### src/rtl/u109_pci_read_buffer.sv
// ----------------------------------------------------------------------------
// u109_pci_read_buffer
//
// Read-direction data path of the U109 CPU/PCI data buffer. Longwords returned
// on the PCI AD bus during read data phases are captured into a small FIFO and
// presented first-word-fall-through to the 68040 D bus. The CPU-side sequencer
// pops entries with a one-cycle RDSTB pulse. Single clock domain (PCICLK).
//
// Build option:
//   U109_BYTE_SWAP_EN  When defined, each pushed word is stored byte-swapped
//                      (little-endian PCI to big-endian 68040). WIDTH must be
//                      32 in that build. When undefined, AD_IN is stored as-is.
//
// Ports:
//   PCICLK    in   PCI clock, all logic on the rising edge
//   nRESET    in   asynchronous active-low reset
//   AD_IN     in   sampled PCI AD bus
//   PCIDIR    in   0 = PCI-to-CPU (read), 1 = CPU-to-PCI (write)
//   PCICYCLE  in   high while a PCI bus cycle is in progress
//   nIRDY     in   PCI initiator ready, active low
//   nTRDY     in   PCI target ready, active low
//   nBEN      in   CPU-side data buffer enable, active low
//   RDSTB     in   one-cycle pop request (already synchronised)
//   D_OUT     out  head-of-FIFO data toward the D bus
//   D_OE      out  registered D bus drive enable
//   DVALID    out  FIFO not empty
//   FULL      out  FIFO holds DEPTH entries
//   COUNT     out  current number of entries
//   OVERRUN   out  sticky: a data phase arrived while the FIFO was full
// ----------------------------------------------------------------------------
module u109_pci_read_buffer #(
    parameter int unsigned DEPTH = 4,
    parameter int unsigned WIDTH = 32
) (
    input  logic                     PCICLK,
    input  logic                     nRESET,
    input  logic [WIDTH-1:0]         AD_IN,
    input  logic                     PCIDIR,
    input  logic                     PCICYCLE,
    input  logic                     nIRDY,
    input  logic                     nTRDY,
    input  logic                     nBEN,
    input  logic                     RDSTB,
    output logic [WIDTH-1:0]         D_OUT,
    output logic                     D_OE,
    output logic                     DVALID,
    output logic                     FULL,
    output logic [$clog2(DEPTH):0]   COUNT,
    output logic                     OVERRUN
);

    localparam int unsigned PtrW = $clog2(DEPTH);
    localparam int unsigned CntW = PtrW + 1;

    if (DEPTH < 2 || (DEPTH & (DEPTH - 1)) != 0) begin : gen_depth_check
        $error("u109_pci_read_buffer: DEPTH must be a power of 2 and at least 2");
    end

    typedef enum logic [1:0] {
        StIdle    = 2'd0,
        StCapture = 2'd1,
        StDrain   = 2'd2
    } state_e;

    state_e              state_q, state_d;
    logic [WIDTH-1:0]    mem_q [DEPTH];
    logic [PtrW-1:0]     wr_ptr_q, rd_ptr_q;
    logic [CntW-1:0]     count_q, count_d;
    logic                overrun_q, overrun_d;
    logic                d_oe_q;

    logic                data_phase;
    logic                full;
    logic                empty;
    logic                push;
    logic                pop;
    logic [WIDTH-1:0]    push_data;

    // Word as it is written into the FIFO.
`ifdef U109_BYTE_SWAP_EN
    if (WIDTH != 32) begin : gen_width_check
        $error("u109_pci_read_buffer: U109_BYTE_SWAP_EN requires WIDTH == 32");
    end
    assign push_data = {AD_IN[7:0], AD_IN[15:8], AD_IN[23:16], AD_IN[31:24]};
`else
    assign push_data = AD_IN;
`endif

    assign data_phase = PCICYCLE && !PCIDIR && !nIRDY && !nTRDY;

    // Flags decode the registered count, so FULL blocks a push even when a
    // pop happens on the same edge.
    assign full  = (count_q == CntW'(DEPTH));
    assign empty = (count_q == '0);
    assign pop   = RDSTB && !empty;

    // ------------------------------------------------------------------------
    // Capture state machine: next state, push decision and overrun flag.
    // ------------------------------------------------------------------------
    always_comb begin
        state_d   = state_q;
        overrun_d = overrun_q;
        push      = 1'b0;
        case (state_q)
            StIdle: begin
                if (PCICYCLE && !PCIDIR) begin
                    state_d   = StCapture;
                    overrun_d = 1'b0;
                end
            end
            StCapture: begin
                if (data_phase) begin
                    if (full) begin
                        overrun_d = 1'b1;
                    end else begin
                        push = 1'b1;
                    end
                end
                if (!PCICYCLE) begin
                    state_d = StDrain;
                end
            end
            StDrain: begin
                if (empty) begin
                    state_d = StIdle;
                end
            end
            default: begin
                state_d = StIdle;
            end
        endcase
    end

    always_comb begin
        count_d = count_q;
        if (push && !pop) begin
            count_d = count_q + CntW'(1);
        end else if (!push && pop) begin
            count_d = count_q - CntW'(1);
        end
    end

    always_ff @(posedge PCICLK or negedge nRESET) begin
        if (!nRESET) begin
            state_q   <= StIdle;
            wr_ptr_q  <= '0;
            rd_ptr_q  <= '0;
            count_q   <= '0;
            overrun_q <= 1'b0;
            d_oe_q    <= 1'b0;
        end else begin
            state_q   <= state_d;
            count_q   <= count_d;
            overrun_q <= overrun_d;
            d_oe_q    <= !nBEN && !PCIDIR;
            if (push) begin
                wr_ptr_q <= wr_ptr_q + PtrW'(1);
            end
            if (pop) begin
                rd_ptr_q <= rd_ptr_q + PtrW'(1);
            end
        end
    end

    // Storage is cleared on reset so D_OUT reads zero until the first push.
    always_ff @(posedge PCICLK or negedge nRESET) begin
        if (!nRESET) begin
            for (int i = 0; i < int'(DEPTH); i++) begin
                mem_q[i] <= '0;
            end
        end else if (push) begin
            mem_q[wr_ptr_q] <= push_data;
        end
    end

    assign D_OUT   = mem_q[rd_ptr_q];
    assign D_OE    = d_oe_q;
    assign DVALID  = !empty;
    assign FULL    = full;
    assign COUNT   = count_q;
    assign OVERRUN = overrun_q;

endmodule

### config.mk
export PLATFORM = sky130hd
export DESIGN_NAME = u109_pci_read_buffer
export DESIGN_NICKNAME = d
export VERILOG_FILES = /design/src/rtl/u109_pci_read_buffer.sv
export SDC_FILE = /design/constraint.sdc
export NUM_CORES = 1
export LEC_CHECK = 0
export BUFFER_PORTS_ARGS = -buffer_cell sky130_fd_sc_hd__buf_2
export CORE_MARGIN = 2
export CORE_UTILIZATION = 40
export DETAILED_ROUTE_END_ITERATION = 6
export GPL_TIMING_DRIVEN = 0
export PLACE_DENSITY_LB_ADDON = 0.1
export SLEW_MARGIN = 20
export SYNTH_ARGS = -nofsm -noshare
export SYNTH_HDL_FRONTEND = slang
export SYNTH_SLANG_ARGS = --single-unit
export TNS_END_PERCENT = 10
### constraint.sdc
create_clock -name PCICLK -period 2.5 [get_ports PCICLK]
set_input_delay 0.5 -clock PCICLK [delete_from_list [all_inputs] [get_ports PCICLK]]
set_output_delay 0.5 -clock PCICLK [all_outputs]
set_load 0.02 [all_outputs]
---- After elaboration in Yosys (flattened, before gate mapping) ----
Cells that the tools add are included.
operators by class
  add/sub/neg operators ................... 4
  order comparisons ....................... 3
  equality and inequality tests ........... 8
  multiplexer cells ....................... 19
  bitwise logic cells ..................... 2
  reduce and logical (&&, ||, !) cells .... 21
operators with widths
  cell                                                         number
  bitwise mux 128 bit                                          1
  2-to-1 mux 32 bit                                            3
  binary-select mux 32 bit (select 2 bit)                      1
  demux 32 bit (select 2 bit)                                  1
  != test 2 bit (second input constant)                        5
  logical AND 1 bit                                            8
  zero test 1 bit                                              7
  greater-or-equal comparator 3 bit (second input constant)    2
  2-to-1 mux 1 bit                                             6
  2-to-1 mux 2 bit                                             3
  2-to-1 mux 3 bit                                             2
  inverter 2 -> 3 bit                                          2
  case mux 2 bit (3 select lines)                              1
  adder 2 x 1 -> 2 bit (second input constant)                 2
  AND reduction 4 bit                                          1
  nonzero test 2 bit                                           2
  adder 3 x 1 -> 3 bit (second input constant)                 1
  == test 3 bit (second input constant)                        1
  zero test 3 bit                                              1
  less-than comparator 3 x 1 -> 1 bit (second input constant)  1
  AND reduction 3 bit                                          1
  subtractor 3 x 1 -> 3 bit (second input constant)            1
  == test 2 x 1 -> 1 bit (second input constant)               1
  == test 2 bit (second input constant)                        1
  2 further kinds                                              2
storage, ports and cells
  bits in registers ....................... 139
  input port bits ......................... 40
  output and inout bits ................... 39
  word-level logic and storage cells ...... 67

---- Logic depth before layout (Yosys ltp) ----
  depth after elaboration ................. 10
  mapped depth ............................ 10
  gate-level depth less buffers ........... 9

---- Worst setup path before layout ----
No wires, ideal clock.
  kind .................................... register to register
  start ................................... reg count_q[0], in the netlist COUNT[0]
  end ..................................... reg count_q[1], in the netlist COUNT[1]
  setup time .............................. 125 ps
  arrival time ............................ 2,166 ps
  data required time ...................... 2,375 ps
  setup slack ............................. 210 ps
  cell stages (with the launch flop) ...... 9
  buffers on the path ..................... 1
  period minus slack after synthesis ...... 2,290 ps
  path through ............................ dfrtp_1 > or3b_1 > buf_2 > nand3_1 > inv_1 > ha_1 > inv_1 > fa_1 > mux2_2
on the way
  elaborated cells on any way between the ends .. 16
  classes of those cells .................. add/sub: 2; eq/ne: 1; mux: 5; reduce/logical: 8
RTL lines
  element                   RTL line  text
  start: declaration        68        logic [CntW-1:0] count_q, count_d;
  start signal: assignment  153       count_q <= count_d;
  == test 3 bit             93        assign full = (count_q == CntW'(DEPTH));
  2-to-1 mux 1 bit          113       if (full) begin
  2-to-1 mux 1 bit          112       if (data_phase) begin
  2-to-1 mux 1 bit          104       case (state_q)
  net push                  75        logic push;
  logical AND 1 bit         136       if (push && !pop) begin
  2-to-1 mux 3 bit          136
  net count_d[1]            68
The timed path passes the listed nets, and every way through them passes these cells. The select of a mux whose other input is x is not followed.
A chain may end at the register's enable or synchronous reset.

---- Final worst setup path ----
  start ................................... reg rd_ptr_q[1]
  end ..................................... out D_OUT[25]
on the way
  word-level cells in the longest chain between the ends .. 4
ends and longest elaborated chain
  element                                                RTL line  text
  start: declaration                                     67        logic [PtrW-1:0] wr_ptr_q, rd_ptr_q;
  start signal: assignment                               160       rd_ptr_q <= rd_ptr_q + PtrW'(1);
  inverter 2 -> 3 bit (implied by the code)              176       assign D_OUT = mem_q[rd_ptr_q];
  binary-select mux 32 bit (select 2 bit)                176
  2-to-1 mux 32 bit (implied by the code) (2 in series)  176
  end: declaration                                       44        output logic [WIDTH-1:0] D_OUT,
Every way passes these cells. The select of a mux whose other input is x is not followed.

==> impl_metrics.json <==
{
  "p_int_mw": 5.128,
  "wl_per_cell_um": 18.53,
  "clockPowerShare_pct": 31.9,
  "critPathKind": "reg -> out",
  "comb_power_share_pct": 27.4,
  "synth_seq_cells": 139,
  "seqPwrFrac_pct": 40.7,
  "mostFrequentLayoutCells": "dfrtp_1 (138), mux2_2 (99), buf_2 (80)",
  "power_switching_mw": 2.096,
  "crit_fanout": 10,
  "switching_share_pct": 29.01,
  "crit_top_cell": "buf_2",
  "syn_inst": 359,
  "routed_via_density": 4.963,
  "min_path_type": "in -> async",
  "fin_crit_ps": 2437,
  "clk_latency_ps": 410,
  "routed_wl_um": 12600,
  "first_global_vias": 3813,
  "syn_avg_cell_area_sq_um": 17.56,
  "tightestPinTransition_ps": 534.5,
  "crit_family": "buffers and inverters",
  "fmax_ghz": 0.4103,
  "fin_nets": 504,
  "grt_usage_pct": 16.81,
  "htreeDepth": 4,
  "initial_core_util_pct": 41.17,
  "row_count": 45,
  "grt_max_degree": 76,
  "rsz0062_at_grt": "yes",
  "die_h_um": 129.5,
  "synth_cell_type_count": 23,
  "vias": 3375,
  "dieWidth_um": 129.5,
  "cts-root-buf": "clkbuf_16",
  "path_cells": "clkbuf_1, buf_2, mux4_2, buf_2",
  "setup_violations": 0,
  "synthToLayoutAreaGrowth_pct": 20.00,
  "max_stage_delay_ps": 380,
  "layout_setup_ws_ps": 62.62,
  "seq_area_frac_synth_pct": 55.17,
  "relSlewSlack_pct": 64.33,
  "p_leak_nw": 3.870,
  "end_kind": "output pin",
  "n_antenna_cell": 0,
  "path_buf_inv": 3,
  "place_hpwl_um": 8218,
  "drc": 0,
  "num-fill-cells": 1354,
  "clockBufferDepth": 2,
  "crit_arrival_ps": 1940,
  "antenna_found_initial": 0,
  "portBuffers": 78,
  "syn-num-nets": 405,
  "detail_route.iter0.violations": 113,
  "dieArea_sq_um": 16780,
  "pre_cts_ws_ps": -118.3,
  "routabilityCongestion": 0.6814,
  "worstPathRequired_ps": 2000,
  "grt_remaining_overflow": 0,
  "cpMaxStageDelayCell": "buf_2",
  "core_area_sq_um": 15310,
  "first_pass_iters": 4,
  "yosys_warnings": 0,
  "cts_tree": "done",
  "r2r_setup_slack_ps": 180,
  "clkTransAtPathRegs_ps": 50,
  "final_max_slew_viol_count": 0,
  "layout_commonest_cell": "dfrtp_1",
  "synth_area_sq_um": 6305,
  "ir_drop_mv": 0.5841,
  "stdcell_area_sq_um": 7566,
  "placed_area_sq_um": 6997,
  "crit_path_start_kind": "register",
  "grt_pass1_wl_um": 20750,
  "timing.final.hold_violations": 0,
  "finClkSkew_ps": 4.477,
  "status": "finished clean",
  "final_util_pct": 49.40,
  "final_min_period_over_clock_period_pct": 97.50,
  "drive_gt1_share_pct": 62.05,
  "cts_inserted_buffers": 17,
  "ioPinCount": 79,
  "cts.sinks": 139,
  "maxCapViolations": 0,
  "cellPowerDensity_nw_per_um2": 954.8,
  "ant_nets": 0
}
## metrics by stage
| step | setup TNS [ps] | hold slack (ps) | power, mW | std cells |
|---|---|---|---|---|
| after floorplan | 0 | 204.4 | 4.340 | 359 |
| after global routing | -558.9 | 50.29 | 7.621 | 680 |
| after global placement | -135600 | 481.7 | 4.878 | 648 |
| final | 0 | 21.37 | 7.224 | 680 |
| after CTS | -34.55 | 40.60 | 7.319 | 678 |
| after detailed placement | -182.0 | 488.3 | 4.961 | 649 |
## final cells by class
type	count	area (sq um)	area share (%)
repair buffers	81	442.9	5.854
multi-input cells	193	2630	34.76
clock inverters	2	35.03	0.4630
plain buffers	20	195.2	2.580
well taps	211	264.0	3.489
inverters	6	22.52	0.2977
clock buffers	28	496.7	6.565
flip-flops and latches	139	3480	45.99
## routing by layer
layer	vias to the layer above	wire [um]	track usage (%)
met3	12	543	5.533
met4	0	133	5.313
li1	1528	-	-
met1	1779	5636	21.54
met5	-	0	0
met2	56	6285	27.31
## worst paths after layout
| path | cells past startpoint | end | from |
|---|---|---|---|
| worst max register to register | 8 | COUNT[1] | COUNT[0] |
| worst min-delay path | 1 | mem_q[80] | nRESET |
| max in group asynchronous | 2 | mem_q[2] | nRESET |
| min in group PCICLK | 2 | D_OE | nBEN |
| worst max-delay path | 4 | D_OUT[25] | rd_ptr_q[1] |
| worst min register to register | 1 | mem_q[9] | mem_q[9] |
## registers in the layout, indices dropped and copies added, names as in the netlist
register	count
OVERRUN	1
mem_q	128
COUNT	3
state_q	2
rd_ptr_q	2
D_OE	1
wr_ptr_q	2
## synthesized netlist by cell type (all sizes together)
master | instances | area (sq um)
mux2 | 130 | 1580
nand4 | 4 | 85.08
a21oi | 2 | 10.01
xor2 | 2 | 17.52
or3b | 1 | 8.760
nand3 | 3 | 15.01
inv | 6 | 22.52
fa | 1 | 20.02
xnor2 | 4 | 35.03
ha | 5 | 62.56
o31ai | 1 | 7.510
nand2b | 1 | 6.260
nor3b | 2 | 37.54
or3 | 1 | 6.260
clkbuf | 5 | 18.77
nor2 | 2 | 7.510
nand2 | 1 | 3.750
mux4 | 32 | 720.7
a31oi | 1 | 6.260
buf | 16 | 155.2
dfrtp | 139 | 3478
## power by group through the flow
stage	clock network [mW]	registers, mW	logic, mW
2_1_floorplan	0	2.90	1.44
3_3_place_gp	0	2.91	1.97
3_5_place_dp	0	2.94	2.03
4_1_cts	2.37	2.93	2.01
5_1_grt	2.46	3.00	2.16
6_report	2.31	2.94	1.98
## logic make-up (layout without fill, tap and decap cells)
kind of cell / Yosys count / in the layout / share of synthesized area, %
AO/OA/AOI/OAI: 4 / 4 / 0.3772
XOR/XNOR: 6 / 6 / 0.8335
adder cells (fa/ha/maj): 6 / 6 / 1.310
buffers and inverters: 27 / 137 / 3.116
flip-flops: 139 / 139 / 55.17
multiplexers: 162 / 162 / 36.50
AND/OR/NAND/NOR: 15 / 15 / 2.699
## timing repair
action / in CTS / in global routing
setup endpoints to repair: 29 / 30
buffers inserted: 0 / 2
pin swaps: 0 / 1
hold buffers: 0 / 0
resized for setup: 8 / 5
(Power assumes the default switching activity.)
